===== src/rtl/mole_spawner_pkg.sv =====
// Shared types and helpers for the mole spawner: FSM states, board geometry,
// and the hole-index selection used when a new mole pops up.
package mole_spawner_pkg;

   typedef enum logic [1:0] {
      IDLE = 2'd0,
      GAP  = 2'd1,
      SHOW = 2'd2,
      OVER = 2'd3
   } state_t;

   localparam int NUM_HOLES = 10;
   localparam int POSIT_W   = 10;
   localparam int IDX_W     = 4;

   // Galois feedback mask for x^16 + x^14 + x^13 + x^11 + 1 (right-shifting form)
   localparam logic [15:0] LFSR_TAPS = 16'hB400;

   function automatic logic [POSIT_W-1:0] idx_to_onehot(input logic [IDX_W-1:0] idx);
      logic [POSIT_W-1:0] oh;
      oh = '0;
      for (int i = 0; i < POSIT_W; i++) begin
         if (idx == IDX_W'(i)) oh[i] = 1'b1;
      end
      return oh;
   endfunction

   // Folds the low nibble onto 0..9 and steps past the previous hole so the
   // same hole never appears twice in a row.
   function automatic logic [IDX_W-1:0] pick_index(input logic [15:0] lfsr,
                                                    input logic [IDX_W-1:0] prev);
      logic [IDX_W-1:0] idx;
      idx = (lfsr[3:0] < 4'd10) ? lfsr[3:0] : lfsr[3:0] - 4'd6;
      if (idx == prev) begin
         idx = (idx == IDX_W'(NUM_HOLES - 1)) ? '0 : idx + 4'd1;
      end
      return idx;
   endfunction

endpackage


===== src/rtl/mole_spawner_lfsr16.sv =====
// 16-bit Galois LFSR that free-runs every clock; a zero seed is forced to 1 so
// the register can never lock up in the all-zero state.
module lfsr16
   import mole_spawner_pkg::*;
(
   input  logic        clk,
   input  logic        rst,
   input  logic [15:0] seed,
   output logic [15:0] q
);

   logic [15:0] q_reg;
   logic [15:0] q_next;
   logic [15:0] seed_safe;

   assign seed_safe = (seed == 16'h0000) ? 16'h0001 : seed;

   generate
      for (genvar gi = 0; gi < 16; gi++) begin : g_tap
         if (gi == 15) begin : g_top
            assign q_next[gi] = LFSR_TAPS[gi] & q_reg[0];
         end else begin : g_mid
            assign q_next[gi] = q_reg[gi+1] ^ (LFSR_TAPS[gi] & q_reg[0]);
         end
      end
   endgenerate

   always_ff @(posedge clk) begin
      if (rst) begin
         q_reg <= seed_safe;
      end else begin
         q_reg <= q_next;
      end
   end

   assign q = q_reg;

endmodule


===== src/rtl/mole_spawner.sv =====
// Whack-a-mole game core: shows a mole at a pseudo-random hole for a fixed
// window, scores matching whacks, counts timeouts and ends the game on too many.
module mole_spawner
   import mole_spawner_pkg::*;
#(
   parameter int          SHOW_CYCLES = 50_000_000,
   parameter int          GAP_CYCLES  = 25_000_000,
   parameter int          MAX_MISSES  = 5,
   parameter int          SCORE_W     = 8,
   parameter logic [15:0] LFSR_SEED   = 16'hACE1
)(
   input  logic               clk,
   input  logic               rst,
   input  logic               start,
   input  logic               whack,
   input  logic [POSIT_W-1:0] board_posit,
   output logic [POSIT_W-1:0] mole_posit,
   output logic               mole_valid,
   output logic [SCORE_W-1:0] score,
   output logic [3:0]         misses,
   output logic               hit_pulse,
   output logic               miss_pulse,
   output logic               game_over
);

   localparam int TIMER_MAX = (SHOW_CYCLES > GAP_CYCLES) ? SHOW_CYCLES : GAP_CYCLES;
   localparam int TIMER_W   = $clog2(TIMER_MAX);

   localparam logic [TIMER_W-1:0] SHOW_LAST  = TIMER_W'(SHOW_CYCLES - 1);
   localparam logic [TIMER_W-1:0] GAP_LAST   = TIMER_W'(GAP_CYCLES - 1);
   localparam logic [3:0]         MISS_LIMIT = 4'(MAX_MISSES);
   localparam logic [SCORE_W-1:0] SCORE_MAX  = '1;

   state_t             state_reg,  state_next;
   logic [TIMER_W-1:0] timer_reg,  timer_next;
   logic [SCORE_W-1:0] score_reg,  score_next;
   logic [3:0]         misses_reg, misses_next;
   logic [POSIT_W-1:0] mole_reg,   mole_next;
   logic [IDX_W-1:0]   prev_idx_reg, prev_idx_next;
   logic               hit_reg,    hit_next;
   logic               miss_reg,   miss_next;

   logic [15:0]        lfsr_q;
   logic [IDX_W-1:0]   sel_idx;
   logic               is_hit;
   logic               show_done;
   logic               gap_done;
   logic [3:0]         misses_inc;
   logic               miss_final;

   lfsr16 u_lfsr (
      .clk  (clk),
      .rst  (rst),
      .seed (LFSR_SEED),
      .q    (lfsr_q)
   );

   // mole_reg is one-hot while showing, so zero or multi-hot positions never match
   assign is_hit     = (state_reg == SHOW) && whack && (board_posit == mole_reg);
   assign show_done  = (timer_reg == SHOW_LAST);
   assign gap_done   = (timer_reg == GAP_LAST);
   assign misses_inc = misses_reg + 4'd1;
   assign miss_final = (misses_inc == MISS_LIMIT);
   assign sel_idx    = pick_index(lfsr_q, prev_idx_reg);

   always_ff @(posedge clk) begin
      if (rst) begin
         state_reg <= IDLE;
      end else begin
         state_reg <= state_next;
      end
   end

   always_comb begin
      state_next = state_reg;
      case (state_reg)
         IDLE:    if (start) state_next = GAP;
         GAP:     if (gap_done) state_next = SHOW;
         SHOW: begin
            if (is_hit) begin
               state_next = GAP;
            end else if (show_done) begin
               state_next = miss_final ? OVER : GAP;
            end
         end
         OVER:    if (start) state_next = GAP;
         default: state_next = IDLE;
      endcase
   end

   always_comb begin
      timer_next    = timer_reg;
      score_next    = score_reg;
      misses_next   = misses_reg;
      mole_next     = mole_reg;
      prev_idx_next = prev_idx_reg;
      hit_next      = 1'b0;
      miss_next     = 1'b0;
      case (state_reg)
         IDLE, OVER: begin
            if (start) begin
               timer_next  = '0;
               score_next  = '0;
               misses_next = '0;
            end
         end
         GAP: begin
            if (gap_done) begin
               timer_next    = '0;
               mole_next     = idx_to_onehot(sel_idx);
               prev_idx_next = sel_idx;
            end else begin
               timer_next = timer_reg + 1'b1;
            end
         end
         SHOW: begin
            // A hit on the final count takes priority over the timeout
            if (is_hit) begin
               timer_next = '0;
               mole_next  = '0;
               hit_next   = 1'b1;
               if (score_reg != SCORE_MAX) score_next = score_reg + 1'b1;
            end else if (show_done) begin
               timer_next  = '0;
               mole_next   = '0;
               miss_next   = 1'b1;
               misses_next = misses_inc;
            end else begin
               timer_next = timer_reg + 1'b1;
            end
         end
         default: begin
            timer_next = '0;
         end
      endcase
   end

   always_ff @(posedge clk) begin
      if (rst) begin
         timer_reg    <= '0;
         score_reg    <= '0;
         misses_reg   <= '0;
         mole_reg     <= '0;
         prev_idx_reg <= '0;
         hit_reg      <= 1'b0;
         miss_reg     <= 1'b0;
      end else begin
         timer_reg    <= timer_next;
         score_reg    <= score_next;
         misses_reg   <= misses_next;
         mole_reg     <= mole_next;
         prev_idx_reg <= prev_idx_next;
         hit_reg      <= hit_next;
         miss_reg     <= miss_next;
      end
   end

   always_comb begin
      mole_posit = mole_reg;
      mole_valid = (state_reg == SHOW);
      game_over  = (state_reg == OVER);
      score      = score_reg;
      misses     = misses_reg;
      hit_pulse  = hit_reg;
      miss_pulse = miss_reg;
   end

endmodule


===== config.mk =====
export PLATFORM = sky130hd
export DESIGN_NAME = mole_spawner
export DESIGN_NICKNAME = d
export VERILOG_FILES = /design/src/rtl/mole_spawner_pkg.sv /design/src/rtl/mole_spawner_lfsr16.sv /design/src/rtl/mole_spawner.sv
export SDC_FILE = /design/constraint.sdc
export NUM_CORES = 1
export LEC_CHECK = 0
export ABC_CLOCK_PERIOD_IN_PS = 3000
export BUFFER_PORTS_ARGS = -buffer_cell sky130_fd_sc_hd__buf_4
export CAP_MARGIN = 25
export CORE_MARGIN = 1.5
export CORE_UTILIZATION = 59
export CTS_CLUSTER_SIZE = 30
export DETAILED_ROUTE_END_ITERATION = 12
export PLACE_DENSITY = 0.81
export SYNTH_ARGS = -nofsm -noshare
export SYNTH_HDL_FRONTEND = slang
export SYNTH_SLANG_ARGS = --single-unit

===== constraint.sdc =====
create_clock -name clk -period 3 [get_ports clk]
set_input_delay 0.3 -clock clk [delete_from_list [all_inputs] [get_ports clk]]
set_output_delay 0.3 -clock clk [all_outputs]
set_load 0.01 [all_outputs]

-- Word-level counts from Yosys, hierarchy flattened
Index checks and enable logic that the tools add are counted.
- add/subtract/negate cells: 5
- order comparisons: 1
- eq/ne operators: 26
- mux-type cells: 38
- bitwise gates (word level): 4
- reduce and logical (&&, ||, !) cells: 14
- operators with widths (cell ; number):
    26-bit two-way mux ; 4
    26-bit one-hot mux with 3 select lines ; 1
    10-bit two-way mux ; 3
    26-bit by 1-bit adder with 26-bit output, second input constant ; 1
    26-bit by 25-bit equality test with 1-bit output, second input constant ; 1
    26-bit equality test, second input constant ; 1
    4-bit two-way mux ; 6
    8-bit two-way mux ; 3
    4-bit by 3-bit equality test with 1-bit output, second input constant ; 5
    10-bit one-hot mux with 2 select lines ; 1
    8-bit one-hot mux with 2 select lines ; 1
    4-bit equality test, second input constant ; 3
    1-bit two-way mux ; 12
    10-bit equality test ; 1
    2-bit two-way mux ; 5
    4-bit by 1-bit adder with 4-bit output, second input constant ; 2
    8-bit by 1-bit adder with 8-bit output, second input constant ; 1
    4-bit by 2-bit equality test with 1-bit output, second input constant ; 2
    2-bit by 1-bit inequality test with 1-bit output, second input constant ; 4
    8-bit inequality test, second input constant ; 1
    4-bit one-hot mux with 2 select lines ; 1
    4-bit AND reduction ; 2
    2-bit one-hot mux with 3 select lines ; 1
    3-bit AND reduction ; 2
    17 further kinds ; 24
- flip-flop bits (word level): 72
- bits of input ports: 14
- word-level logic and storage cells: 97

-- Longest topological paths before layout
Gate-level depths: netlist (run 1).
- depth after elaboration: 9
- depth in mapped cells: 10

-- Modules after synthesis
A second synthesis (run 1) with hierarchy kept.
- cell total of the unflattened synthesis: 465
- area, all modules: 3992.6 µm²
- modules (own cells, without submodules) (module ; instances ; cells each ; area an instance (µm²) ; seq. area each (µm²)):
    mole_spawner ; 1 ; 418 ; 3402.0 ; 1121.1
    lfsr16 ; 1 ; 47 ; 590.6 ; 320.3

-- Worst setup path before layout (run 1)
OpenSTA, ideal clock, no wires.
- path kind: register to register
- start point: register u_lfsr.q_reg[2] (netlist: u_lfsr.q[2])
- end point: register mole_reg[8] (netlist: mole_posit[8])
- setup time: 0.092 ns
- arrival time: 2.144 ns
- slack: 0.763 ns
- stages on the path, launching flop included: 8
- buffers on the path: 0
- cell sequence: dfxtp_1 > ha_1 > nor2b_1 > nor3_1 > or3_1 > or4_4 > a21o_1 > o32ai_1
- longest elaborated chain between the ends: 9
- elaborated cells between the ends (all ways): 12
- those cells by class: add/sub: 2; order compare: 1; eq/ne: 3; mux: 6
- ends and longest elaborated chain (element ; line ; text):
    from (decl) ; mole_spawner_lfsr16.sv:12 ; logic [15:0] q_reg;
    from (signal assigned) ; mole_spawner_lfsr16.sv:30 ; q_reg <= seed_safe;
    from (signal assigned) ; mole_spawner_lfsr16.sv:32 ; q_reg <= q_next;
    4-bit by 3-bit subtractor with 4-bit output or 4-bit < comparator (tied branches) ; mole_spawner_pkg.sv:33 ; idx = (lfsr[3:0] < 4'd10) ? lfsr[3:0] : lfsr[3:0] - 4'd6;
    4-bit two-way mux (*) ; mole_spawner_pkg.sv:33 ;
    4-bit by 1-bit adder with 4-bit output or 4-bit equality test (tied branches) ; mole_spawner_pkg.sv:35 ; idx = (idx == IDX_W'(NUM_HOLES - 1)) ? '0 : idx + 4'd1;
    4-bit two-way mux ; mole_spawner_pkg.sv:35 ;
    4-bit two-way mux (*) ; mole_spawner_pkg.sv:34 ; if (idx == prev) begin
    4-bit equality test (*) ; mole_spawner_pkg.sv:23 ; if (idx == IDX_W'(i)) oh[i] = 1'b1;
    1-bit two-way mux (*) ; mole_spawner_pkg.sv:23 ;
    10-bit two-way mux (*) ; mole_spawner.sv:108 ; if (gap_done) begin
    10-bit one-hot mux with 2 select lines (*) ; mole_spawner.sv:99 ; case (state_reg)
    to (signal assigned) ; mole_spawner.sv:151 ; mole_reg <= mole_next;
    to (decl) ; mole_spawner.sv:38 ; logic [POSIT_W-1:0] mole_reg, mole_next;
Every way passes the cells marked *; elsewhere a longest branch is shown, timed or not. The select of a mux whose other input is x is not followed.
A chain may end at the register's enable or synchronous reset.

-- Worst setup path in the final report (run 1)
- start point: register u_lfsr.q_reg[1] (netlist: u_lfsr.q[1])
- end point: register mole_reg[3] (netlist: mole_posit[3])
- longest elaborated chain between the ends: 9
- elaborated cells between the ends (all ways): 12
- those cells by class: add/sub: 2; order compare: 1; eq/ne: 3; mux: 6
- ends and longest elaborated chain (element ; line):
    4-bit by 3-bit subtractor with 4-bit output or 4-bit < comparator (tied branches) ; mole_spawner_pkg.sv:33
    4-bit two-way mux (*) ; mole_spawner_pkg.sv:33
    4-bit by 1-bit adder with 4-bit output or 4-bit equality test (tied branches) ; mole_spawner_pkg.sv:35
    4-bit two-way mux ; mole_spawner_pkg.sv:35
    4-bit two-way mux (*) ; mole_spawner_pkg.sv:34
    4-bit by 2-bit equality test with 1-bit output (*) ; mole_spawner_pkg.sv:23
    1-bit two-way mux (*) ; mole_spawner_pkg.sv:23
    10-bit two-way mux (*) ; mole_spawner.sv:108
    10-bit one-hot mux with 2 select lines (*) ; mole_spawner.sv:99
Marks and branches as above.

==> results by group, run 1 <==
Outcome
  • Outcome: completed

Synth
  • Area leader, netlist: dfxtp_1
  • Most frequent cell after synthesis: dfxtp_1
  • Post-synthesis sequential area ratio: approximately 39%
  • Mapped Nets: between 400 and 500
  • Adder-cell share of the synthesized area: ~3.0%
  • Post-synth EDFFs: 0
  • Multiplexer area fraction after synthesis: under 10%
  • Synth Flop Type: dfxtp_1
  • Asr flop ratio synth: 0%
  • XOR/XNOR Fraction of Synth Area: roughly 6.6%
  • Syn Inst Count: 429
  • Compound-cell area share of the yosys netlist: between 20% and 30%
  • Area share of the largest cell type after synthesis: roughly 39%
  • Register bit total from synthesis: just over 70
  • Mapped Area: between 3000 and 4000 um^2
  • Largest family of logic cells by synthesized area: simple AND/OR/NAND/NOR gates
  • Yosys cell types: 60
  • Top cells by area, synth: dfxtp_1 39%, xor2_1 3.8%, nand2_1 3.3%
  • Top cells by count, synth: 72 x dfxtp_1, 33 x nand2_1, 32 x nor2_1, 23 x inv_1, 22 x a21oi_1
  • Syn avg cell area: 8.70 um^2
  • Yosys warns: 0
  • Synth Area in Simple Gates: between 20% and 30%

Worst setup path
  • Critical path type: flip-flop to flip-flop
  • Maximum fanout along the worst path: 13
  • Worst path required time: 3.26 ns
  • Critical Path Sink Type: flip-flop
  • R2R depth: 7
  • Worst setup SP type: flip-flop
  • Data arrival time of the critical path: 3.01 ns

Power and ir drop
  • Peak VDD IR: between 400 and 500 uV
  • P_int: around 1.8 mW
  • P_sw: about 0.84 mW
  • Power per Cell Area: a little over 600 nW/um^2
  • Register share of total power: ~40%
  • Clk pwr share: 34.3%
  • Switch share: a little under a third
  • Combinational share of power: between 20% and 30%
  • Leak: 1.69 nW

Floorplan
  • Core Area: around 6000 um^2
  • Die Width: just over 80 um
  • Rows: 28
  • Starting density of the core: roughly three fifths
  • Num ports: 40
  • Die area: approximately 7000 um^2
  • Die height: about 83 um

Clocking
  • Clock root cell: clkbuf_8
  • Clk pin slew, worst setup/hold paths: 0.08 ns
  • Clock buffer depth: 2
  • Worst-skew pair later-pin latency: 0.35 ns
  • CTS H-tree lvls: 3
  • Post-CTS setup buffer count: 0
  • Clk sinks: roughly 70
  • CTS buffer count: 9
  • TritonCTS clock tree: done
  • Cts hold-fix bufs: 0
  • Post-CTS Resized: 0

Drt
  • Routed WL per cell: about 15 um
  • Detailed Routing Iterations Pass 1: 5
  • Initial drt markers: slightly above 200
  • WL final: just over 8000 um
  • DRC errors left: 0
  • Vias: 3289
  • Met3 wire length: 298 um
  • Via/cell ratio: ~6
  • Metal1 wirelength: about 4000 um
  • Met2 WL: ~3700 um
  • Remaining antenna violation count: 0
  • Top layer used by detailed routing: met4

GRT
  • Vias in the first global route: about 2800
  • Overall routing resource usage: approximately 25%
  • Initial antenna violation count: 0
  • Pin count of the biggest net entering global routing: a little over 40
  • First-pass GRT wire length: around 13000 um
  • GR Overflow Total: 0

Final layout
  • Layout Utilization: between 70% and 80%
  • Final #Nets: around 490
  • Post-Layout Cell Count: between 500 and 600
  • Fill cells: between 400 and 500
  • Layout cells sized above 1: 17.8%
  • Area growth syn-to-layout: 15.8%
  • Ant diodes: 0
  • Largest register FFs: 26
  • Area of the multi-input gates: roughly 2100 um^2
  • Storage cell area: roughly 1400 um^2

Place
  • Routability congestion estimate: roughly 0.93
  • Post-DP HPWL: approximately 5700 um
  • # placed instances: approximately 530
  • Pre-CTS setup slack: between 0.2 and 0.3 ns
  • PortBufs: 39

Timing
  • Final setup fails: 0
  • Fin. max-slew vios: 0
  • Post-route setup TNS: 0 ns
  • Fin. Hold Viols: 0
  • Slew margin rel.: a little under two fifths
  • Max Freq: 364 MHz
  • Period utilisation layout: between 90% and 100%
  • Worst-margin pin slew: slightly above 0.9 ns
  • Layout Skew: between 0.01 and 0.015 ns
  • Post-layout worst setup margin: roughly 0.25 ns
  • Minimum clock period: around 2.7 ns
  • RSZ-0062 raised after global routing: no

Job
  • Max_cap viols: 0

Hold path
  • Hold Crit Depth: 3
  • HP Class: input port to flip-flop
final cells by class:
class                           instances  area share [%]
Inverter                               23            2.00
Timing Repair Buffer                   45            7.99
Clock inverter                          4            1.74
Clock buffer                           12            3.82
Sequential cell                        72            33.3
Multi-Input combinational cell        317            49.0
Tap cell                               75            2.17
placed cells by master, fill, tap and decap left out, types with 4 or more instances in the layout:
cell       n
a21oi_1   22
a21o_1     5
a31oi_1   17
nand3_1   17
nor2_1    32
o32ai_1   10
xor2_1    16
clkbuf_8  12
o21ai_0   16
xnor2_1   12
or3_1      7
dfxtp_1   72
buf_4     44
nand2b_1   5
nand3b_1   5
a22o_1    10
and3_1     4
or2_2     10
inv_1     23
nand4_1   11
nor3_1     5
ha_1       9
nor4_1    10
nand2_1   33
nor2b_1   11
power by group through the flow:
stage	sequential, mW	clock, mW	combinational (mW)
final	1.06	0.905	0.679
after global routing	1.07	0.970	0.746
after CTS	1.06	0.922	0.673
after detailed placement	1.08	0	0.670
after global placement	1.08	0	0.641
after floorplan	1.07	0	0.494
final timing paths:
kind              slack [ns]         from            end
setup / recovery        0.25  u_lfsr.q[1]  mole_posit[3]
hold / removal          0.28        start   timer_reg[1]
setup reg to reg        0.25  u_lfsr.q[1]  mole_posit[3]
hold reg to reg         0.41  u_lfsr.q[8]    u_lfsr.q[7]
routing by layer:
metal	track usage (%)	vias to the layer above
li1	-	1642
met1	33.0	1549
met2	40.2	84
met3	5.16	14
met4	11.0	0
met5	0	-
metrics by stage:
stage               cell area (um^2)  total power [mW]  hold WS, ns
finish                          4320              2.64        0.276
global route                    4320              2.78        0.262
CTS                             4320              2.65        0.258
detailed placement              4080              1.75        0.407
global placement                4070              1.72        0.393
floorplan                       3730              1.57        0.389
cell families (layout without fill, tap and decap cells):
group           count (synthesis)  after routing
compound gates                107            107
mux                             4              4
simple gates                  169            169
fa+ha+maj                       9              9
flops                          72             72
xor+xnor                       28             28
buf+inv                        40             84
critical path, stage by stage, from the launching register on:
cell and delay (ns):
dfxtp_1 0.55, ha_1 0.31, and4bb_2 0.26, o32ai_1 0.45
o211a_1 0.30, o21ai_0 0.21, a21o_1 0.28, o32ai_1 0.29
Note: power is estimated with default switching activity, not from simulation.
==> run 2, diff against run 1 <==
--- a/config.mk
+++ b/config.mk
@@ -6,13 +6,13 @@
 export NUM_CORES = 1
 export LEC_CHECK = 0
 export ABC_CLOCK_PERIOD_IN_PS = 3000
-export BUFFER_PORTS_ARGS = -buffer_cell sky130_fd_sc_hd__buf_4
 export CAP_MARGIN = 25
 export CORE_MARGIN = 1.5
-export CORE_UTILIZATION = 59
+export CORE_UTILIZATION = 60
 export CTS_CLUSTER_SIZE = 30
 export DETAILED_ROUTE_END_ITERATION = 12
-export PLACE_DENSITY = 0.81
+export DONT_BUFFER_PORTS = 1
+export PLACE_DENSITY = 0.77
 export SYNTH_ARGS = -nofsm -noshare
 export SYNTH_HDL_FRONTEND = slang
 export SYNTH_SLANG_ARGS = --single-unit
==> run 2 against run 1 <==
Compared with the run above:
- combinational power shrank 10%
- die area is 1.6% lower
- fmax grew 0.19%
- hold slack lost 0.25 ns
- wire length down 0.26%
- design area down 7.4%
- clock-buffer cell count stayed put
- first-iteration DRC count increased by 7.7%
- via count fell by 3.5%
- global-route usage is 0.091 points lower
- flip-flop and latch count is the same
- register-to-register slack about the same
==> results by group, run 2 (synthesis results as in run 1) <==
Outcome
  • Outcome: completed

Timing
  • Slew margin rel.: 31.7%
  • Worst-margin pin slew: about 1.0 ns
  • Worst hold slack: ~0.03 ns
  • RSZ-0062 raised after global routing: no
  • Max Freq: 365 MHz
  • Post-route setup TNS: 0 ns
  • Fin. max-slew vios: 0
  • Final setup fails: 0
  • Minimum clock period: 2.74 ns
  • Fin. Hold Viols: 0
  • Layout Skew: 0.00894 ns
  • Period utilisation layout: 91.4%

Drt
  • Detailed Routing Iterations Pass 1: 5
  • Routed WL per cell: 15.7 um
  • DRC errors left: 0
  • Vias: between 3000 and 4000
  • Top layer used by detailed routing: met4
  • Met2 WL: 3910 um
  • Initial drt markers: about 220
  • Met3 wire length: about 370 um
  • WL final: ~8000 um
  • Metal1 wirelength: 3610 um
  • Via/cell ratio: 6.20
  • Remaining antenna violation count: 0

Floorplan
  • Die Width: ~82 um
  • Rows: 28
  • Core Area: 5960 um^2
  • Die height: just over 80 um
  • Num ports: 40
  • Starting density of the core: between 60% and 70%
  • Die area: 6710 um^2

Power and ir drop
  • Peak VDD IR: around 350 uV
  • Leak: around 1.5 nW
  • Power per Cell Area: 609 nW/um^2

Worst setup path
  • WP buf/inv: 0
  • Worst setup SP type: flip-flop
  • Delay-heaviest family, CP: compound AO/OA/AOI/OAI gates
  • Setup crit start: u_lfsr.q[2]
  • CP most frequent cell: o32ai_1
  • Critical Path Sink Type: flip-flop
  • Critical path type: flip-flop to flip-flop
  • Worst path cell trace: ha_1 > and4bb_2 > o32ai_1 > o211a_1 > o211ai_1 > nand3b_1 > o32ai_1
  • Maximum fanout along the worst path: 7
  • Data arrival time of the critical path: about 3 ns
  • Critical-path top delay cell: o32ai_1
  • Worst path max stage delay: 0.47 ns
  • Reg2reg start: u_lfsr.q[2]
  • Worst path required time: between 3 and 4 ns

Final layout
  • Final #Nets: around 460
  • Most frequent cells in the layout: 72 x dfxtp_1, 33 x nand2_1, 32 x nor2_1
  • Most common cell after layout, fill and taps aside: dfxtp_1
  • Post-Layout Cell Count: 512
  • Ant diodes: 0
  • Area growth syn-to-layout: 7.27%
  • Largest register FFs: 26
  • Fill cells: roughly 500
  • Layout cells sized above 1: about a tenth

Clocking
  • Clock buffer depth: 2
  • Post-CTS setup buffer count: 0
  • Clk pin slew, worst setup/hold paths: ~0.080 ns
  • Post-CTS Resized: 0
  • Clk sinks: 72
  • Cts hold-fix bufs: 0
  • Worst-skew pair later-pin latency: between 0.3 and 0.4 ns
  • CTS H-tree lvls: 3
  • Clock root cell: clkbuf_8
  • CTS buffer count: 9
  • TritonCTS clock tree: done

Job
  • Max_cap viols: 0

GRT
  • Pin count of the biggest net entering global routing: approximately 40
  • Overall routing resource usage: between 20 and 30%
  • Vias in the first global route: 2830
  • First-pass GRT wire length: roughly 13000 um
  • Initial antenna violation count: 0
  • GR Overflow Total: 0

Place
  • Routability congestion estimate: between 0.8 and 0.9
  • # placed instances: 496
  • Post-DP HPWL: 5710 um
  • PortBufs: 0

Hold path
  • HP Start: rst
  • HP Class: input port to flip-flop
run 2: worst paths after layout:
path	end	slack (ns)	cells past startpoint
worst max register to register	mole_posit[6]	0.26	7
worst min register to register	u_lfsr.q[11]	0.41	1
worst min-delay path	misses[2]	0.03	1
worst max-delay path	mole_posit[6]	0.26	7
run 2: power breakdown:
| part | internal [mW] | total (mW) | switching, mW |
|---|---|---|---|
| logic | 0.229 | 0.611 | 0.383 |
| clock network | 0.409 | 0.763 | 0.354 |
| registers | 1.01 | 1.07 | 0.0613 |
| total | 1.64 | 2.44 | 0.798 |
run 2: layout make-up:
type / count / area [um^2] / share of cell area, %
multi-input cells: 317 / 2120 / 52.9
flip-flops and latches: 72 / 1440 / 36.0
clock buffers: 12 / 145 / 3.62
well taps: 75 / 93.8 / 2.34
inverters: 23 / 86.3 / 2.16
repair buffers: 9 / 67.6 / 1.69
clock inverters: 4 / 53.8 / 1.34
run 2: per-stage QoR:
step	util [%]	instance area, um^2	total power, mW	worst slack, ns
2_1_floorplan	-	3730	1.57	0.763
3_3_place_gp	63.9	3810	1.68	0.450
3_5_place_dp	63.9	3810	1.69	0.304
4_1_cts	67.2	4010	2.45	0.289
5_1_grt	67.2	4010	2.58	0.0971
6_report	67.2	4010	2.44	0.258
run 2: metal layers:
metal	track usage [%]	up-vias
li1	-	1570
met1	31.0	1493
met2	41.2	98
met3	5.56	14
met4	12.2	0
met5	0	-
